<file path="config.mk">
export PLATFORM = sky130hd
export DESIGN_NAME = ro_puf_evaluator
export DESIGN_NICKNAME = d
export VERILOG_FILES = /design/src/rtl/ro_puf_evaluator.sv
export SDC_FILE = /design/constraint.sdc
export NUM_CORES = 1
export LEC_CHECK = 0
export ABC_AREA = 1
export BUFFER_PORTS_ARGS = -buffer_cell sky130_fd_sc_hd__buf_2
export CAP_MARGIN = 25
export CORE_MARGIN = 2
export CORE_UTILIZATION = 49
export CTS_CLUSTER_DIAMETER = 30
export DETAILED_ROUTE_END_ITERATION = 16
export GPL_ROUTABILITY_DRIVEN = 1
export PLACE_DENSITY_LB_ADDON = 0.2
export SLEW_MARGIN = 15
export SYNTH_ARGS = -nofsm -noshare
export SYNTH_HDL_FRONTEND = slang
export SYNTH_SLANG_ARGS = --single-unit
export TNS_END_PERCENT = 100
</file>
<file path="constraint.sdc">
create_clock -name clk -period 6.3 [get_ports clk]
set_clock_uncertainty 0.1 [all_clocks]
set_input_delay 0 -clock clk [delete_from_list [all_inputs] [get_ports clk]]
set_output_delay 0 -clock clk [all_outputs]
set_load 0.05 [all_outputs]
</file>
<file path="src/rtl/ro_puf_evaluator.sv">
// Ring-oscillator PUF evaluator: races or windows two selected ROs and reports which one is faster.
// Latency: 5+N cycles from accepted start to done (1 when rejected); start is dropped while busy.
module ro_puf_evaluator #(
   parameter int N_RO         = 16,
   parameter int SEL_W        = 4,
   parameter int COUNTER_BITS = 8,
   parameter int WINDOW_BITS  = 12
) (
   input  logic                    clk,
   input  logic                    reset,
   input  logic                    start,
   input  logic                    mode,
   input  logic [WINDOW_BITS-1:0]  window_len,
   input  logic [SEL_W-1:0]        sel0,
   input  logic [SEL_W-1:0]        sel1,
   input  logic [N_RO-1:0]         ro_out,
   output logic                    busy,
   output logic                    done,
   output logic                    response,
   output logic                    tie,
   output logic                    invalid,
   output logic [COUNTER_BITS-1:0] count0,
   output logic [COUNTER_BITS-1:0] count1
);

   typedef enum logic [1:0] {IDLE, SETTLE, COUNT, DONE} state_t;

   localparam logic [COUNTER_BITS-1:0] MAX_VALUE = '1;
   localparam logic [SEL_W:0]          N_RO_LIM  = (SEL_W+1)'(N_RO);

   state_t                  state;
   state_t                  state_nxt;
   logic [SEL_W-1:0]        sel0_q;
   logic [SEL_W-1:0]        sel1_q;
   logic                    mode_q;
   logic [WINDOW_BITS-1:0]  window_q;
   logic [WINDOW_BITS-1:0]  window_cnt;
   logic [1:0]              settle_cnt;
   logic [2:0]              sync0;
   logic [2:0]              sync1;
   logic [COUNTER_BITS-1:0] cnt0;
   logic [COUNTER_BITS-1:0] cnt1;
   logic [COUNTER_BITS-1:0] cnt0_inc;
   logic [COUNTER_BITS-1:0] cnt1_inc;
   logic                    edge0;
   logic                    edge1;
   logic                    bad_req;
   logic                    counting;
   logic                    hit0;
   logic                    hit1;

   always_comb begin
      edge0     = sync0[1] & ~sync0[2];
      edge1     = sync1[1] & ~sync1[2];
      cnt0_inc  = (edge0 && cnt0 != MAX_VALUE) ? cnt0 + COUNTER_BITS'(1) : cnt0;
      cnt1_inc  = (edge1 && cnt1 != MAX_VALUE) ? cnt1 + COUNTER_BITS'(1) : cnt1;
      // The cycle the window counter equals the length is the closing cycle; no edges are taken in it.
      counting  = (state == COUNT) && (window_cnt != window_q);
      hit0      = mode_q && (cnt0_inc == MAX_VALUE);
      hit1      = mode_q && (cnt1_inc == MAX_VALUE);
      bad_req   = (sel0 == sel1) || ({1'b0, sel0} >= N_RO_LIM) ||
                  ({1'b0, sel1} >= N_RO_LIM) || (window_len == '0);
      busy      = (state != IDLE);
      done      = (state == DONE);
      state_nxt = state;
      case (state)
         IDLE:    if (start) state_nxt = bad_req ? DONE : SETTLE;
         SETTLE:  if (settle_cnt == 2'd2) state_nxt = COUNT;
         COUNT:   if (!counting || hit0 || hit1) state_nxt = DONE;
         DONE:    state_nxt = IDLE;
         default: state_nxt = IDLE;
      endcase
   end

   always_ff @(posedge clk) begin
      if (!reset) begin
         state      <= IDLE;
         sel0_q     <= '0;
         sel1_q     <= '0;
         mode_q     <= 1'b0;
         window_q   <= '0;
         window_cnt <= '0;
         settle_cnt <= '0;
         sync0      <= '0;
         sync1      <= '0;
         cnt0       <= '0;
         cnt1       <= '0;
         response   <= 1'b0;
         tie        <= 1'b0;
         invalid    <= 1'b0;
         count0     <= '0;
         count1     <= '0;
      end else begin
         state <= state_nxt;
         sync0 <= {sync0[1:0], ro_out[sel0_q]};
         sync1 <= {sync1[1:0], ro_out[sel1_q]};
         case (state)
            IDLE: begin
               if (start) begin
                  sel0_q     <= sel0;
                  sel1_q     <= sel1;
                  mode_q     <= mode;
                  window_q   <= window_len;
                  window_cnt <= '0;
                  settle_cnt <= '0;
                  cnt0       <= '0;
                  cnt1       <= '0;
                  response   <= 1'b0;
                  tie        <= 1'b0;
                  count0     <= '0;
                  count1     <= '0;
                  invalid    <= bad_req;
               end
            end
            SETTLE: settle_cnt <= settle_cnt + 2'd1;
            COUNT: begin
               if (!counting) begin
                  count0   <= cnt0;
                  count1   <= cnt1;
                  tie      <= (cnt0 == cnt1);
                  response <= (cnt1 > cnt0);
               end else begin
                  cnt0       <= cnt0_inc;
                  cnt1       <= cnt1_inc;
                  window_cnt <= window_cnt + WINDOW_BITS'(1);
                  if (hit0 || hit1) begin
                     count0   <= cnt0_inc;
                     count1   <= cnt1_inc;
                     tie      <= hit0 && hit1;
                     response <= hit1 && !hit0;
                  end
               end
            end
            default: ;
         endcase
      end
   end

endmodule
</file>
==> reports/qor.txt <==
H-tree Lvls - 3
Placed Instances - 904
Hold/Removal Path Class - primary input to flop
r2r startpoint - state[0]
max-cap violations - 0
CP arrival - 2.84 ns
layout cell share with drive strength beyond 1 - 0.167
Port Buf Inserts - 60
R2R Path End - window_cnt[5]
IO Count - 61
area grow syn2layout - 14.4%
Vias/cell - 5.24
number of synthesis warnings - 0
hold_buf cts - 21
RSZ-0062 raised after global routing - no
Req. time, crit path - 6.47 ns
root buffer cell - clkbuf_8
register bit total from synthesis - 78
clock sink total - 78
Startpoint Class - flop
Antenna diodes - 0
CTS clk-pin slew, worst paths - 0.08 ns
Rel. slew slack - 0.326
initial core utilization - 0.505
top cells by count, synth - nand2_1 (177), nor2_1 (94), dfxtp_1 (78), inv_1 (64)
GPL Wtd Cong - 0.922
Max Clock Freq - 374 MHz
final setup violation count - 0
Distinct cells, synth - 40
Post-synth EDFFs - 0
Mapped Area - 4940 sq um
min Tclk post-route - 2.67 ns
leading area contributor after synthesis - dfxtp_1
number of buffers added for setup after CTS - 0
row count - 36
Final period util - 0.424
DRT antenna net count - 0
Mapped Nets - 794
first-pass GRT wire length - 21300 um
TritonCTS clock tree - built
pin count of the biggest net entering global routing - 48
total track usage - 0.237
status - finished, final reports clean
vias in the first global route - 4726
commonest register cell after synthesis - dfxtp_1
Vias - 4927
Chip Height - 104 um
setup TNS - 0 ns
Seq/Total Area, Yosys - 0.316
critical path type - flop to flop
fin nets - 859
initial antenna violation count - 0
cells after synthesis - 738
PD cells - 346 nW/um^2
routed len/inst - 13.4 um
post-route insts no fill - 940
most instantiated library cell after synthesis - nand2_1
Final Hold Fails - 0
GRT Residual Overflow - 0
Syn Area/Cell - 6.69 sq um
number of CTS-inserted buffers - 9
final wirelength - 12500 um
residual DRC count - 0
Worst Reg-to-Reg Cells - 9
DRT Pass-1 Iters - 5
Die Wd - 104 um
P_leak - 2.42 nW
crit path launch - state[0]
R2R Setup Slk - 3.63 ns
Max IR drop VDD - 0.188 mV
fraction of registers with async set/reset - 0
full die area - 10900 sq um
critical path capture point type - flop
filler instances - 921
Slew @ Worst Pin - 1.01 ns
post-DP HPWL - 8920 um
cells taking the most area after synthesis - dfxtp_1 (32%), nand2_1 (13%), nor2_1 (7.1%), a21oi_1 (5.3%), o21ai_0 (5.3%)
area of the core - 9770 sq um
Slew Viols, Final - 0
post-synth top area share - 0.316
worst setup path end - window_cnt[5]
post-CTS sizing - 0
initial drt markers - 294
critical-path maximum fanout - 34
clock latency on the worst-skew pair - 0.36 ns
CTS max path bufs - 2
## report_power, final
group | switching, mW | internal [mW]
clock network | 0.187 | 0.215
logic | 0.614 | 0.268
registers | 0.0801 | 0.591
total | 0.882 | 1.07
## flip-flops by register name (all words and copies together), names as in the netlist, 2 cells and up
register / count
sel1_q: 4
settle_cnt: 2
window_cnt: 12
state: 2
cnt1: 8
count0: 8
sync1: 3
sync0: 3
count1: 8
window_q: 12
cnt0: 8
sel0_q: 4
## layout make-up
| class | count | area (sq um) | share of cell area |
|---|---|---|---|
| well taps | 133 | 166 | 0.0295 |
| clock buffers | 13 | 169 | 0.0299 |
| multi-input cells | 556 | 2900 | 0.514 |
| flip-flops and latches | 78 | 1560 | 0.276 |
| inverters | 76 | 290 | 0.0514 |
| clock inverters | 2 | 38.8 | 0.00687 |
| repair buffers | 82 | 518 | 0.0917 |
## critical path: stages (launching register included)
cell	delay [ns]
dfxtp_1	0.34
inv_1	0.09
ha_1	0.41
nor2_1	0.10
nor2_2	0.69
o21ai_2	0.10
buf_4	0.28
inv_1	0.22
nand2_1	0.09
a21oi_1	0.15
## layer usage
layer | track usage | wire (um)
met1 | 0.281 | 5500
met2 | 0.408 | 6150
met3 | 0.0445 | 515
met4 | 0.116 | 378
met5 | 0 | 0
## metrics by stage
| step | util | hold WS (ns) | power, mW | instance area [sq um] | setup slack [ns] |
|---|---|---|---|---|---|
| finish | 0.578 | 0.0168 | 1.96 | 5650 | 3.63 |
| global route | 0.578 | 0.0471 | 2.10 | 5650 | 3.32 |
| CTS | 0.578 | 0.00642 | 1.96 | 5650 | 3.65 |
| detailed placement | 0.535 | 0.182 | 1.55 | 5230 | 3.65 |
| global placement | 0.535 | 0.173 | 1.53 | 5230 | 3.75 |
| floorplan | - | 0.0667 | 1.41 | 4940 | 4.07 |
## cells by family after synthesis
kind of cell | synth area share
xor gates and xnor gates | 0.0390
adders and majority gates | 0.0405
DFF | 0.316
AOI/OAI and AO/OA | 0.128
buffers and inverters | 0.0955
and+or+nand+nor | 0.381
## how the worst min path moves through the flow
stage	from	slack (ns)	cells past startpoint	to
after floorplan	mode	0.07	2	mode_q
after CTS	start	0.006	5	settle_cnt[0]
after global placement	mode	0.17	3	mode_q
after detailed placement	mode	0.18	3	mode_q
after global routing	start	0.05	5	settle_cnt[0]
final	start	0.02	5	settle_cnt[0]
## placed cells by master (no fill, tap or decap), types with 18 or more instances in the layout
cell type      netlist  routed
nor2_1              94      94
buf_2                7      60
o21ai_0             52      52
nand2_1            177     177
dlygate4sd3_1        0      21
a21oi_1             52      52
nand3b_1            18      18
nand3_1             34      34
dfxtp_1             78      78
inv_1               64      64
Power figures use the tool's default switching activity.
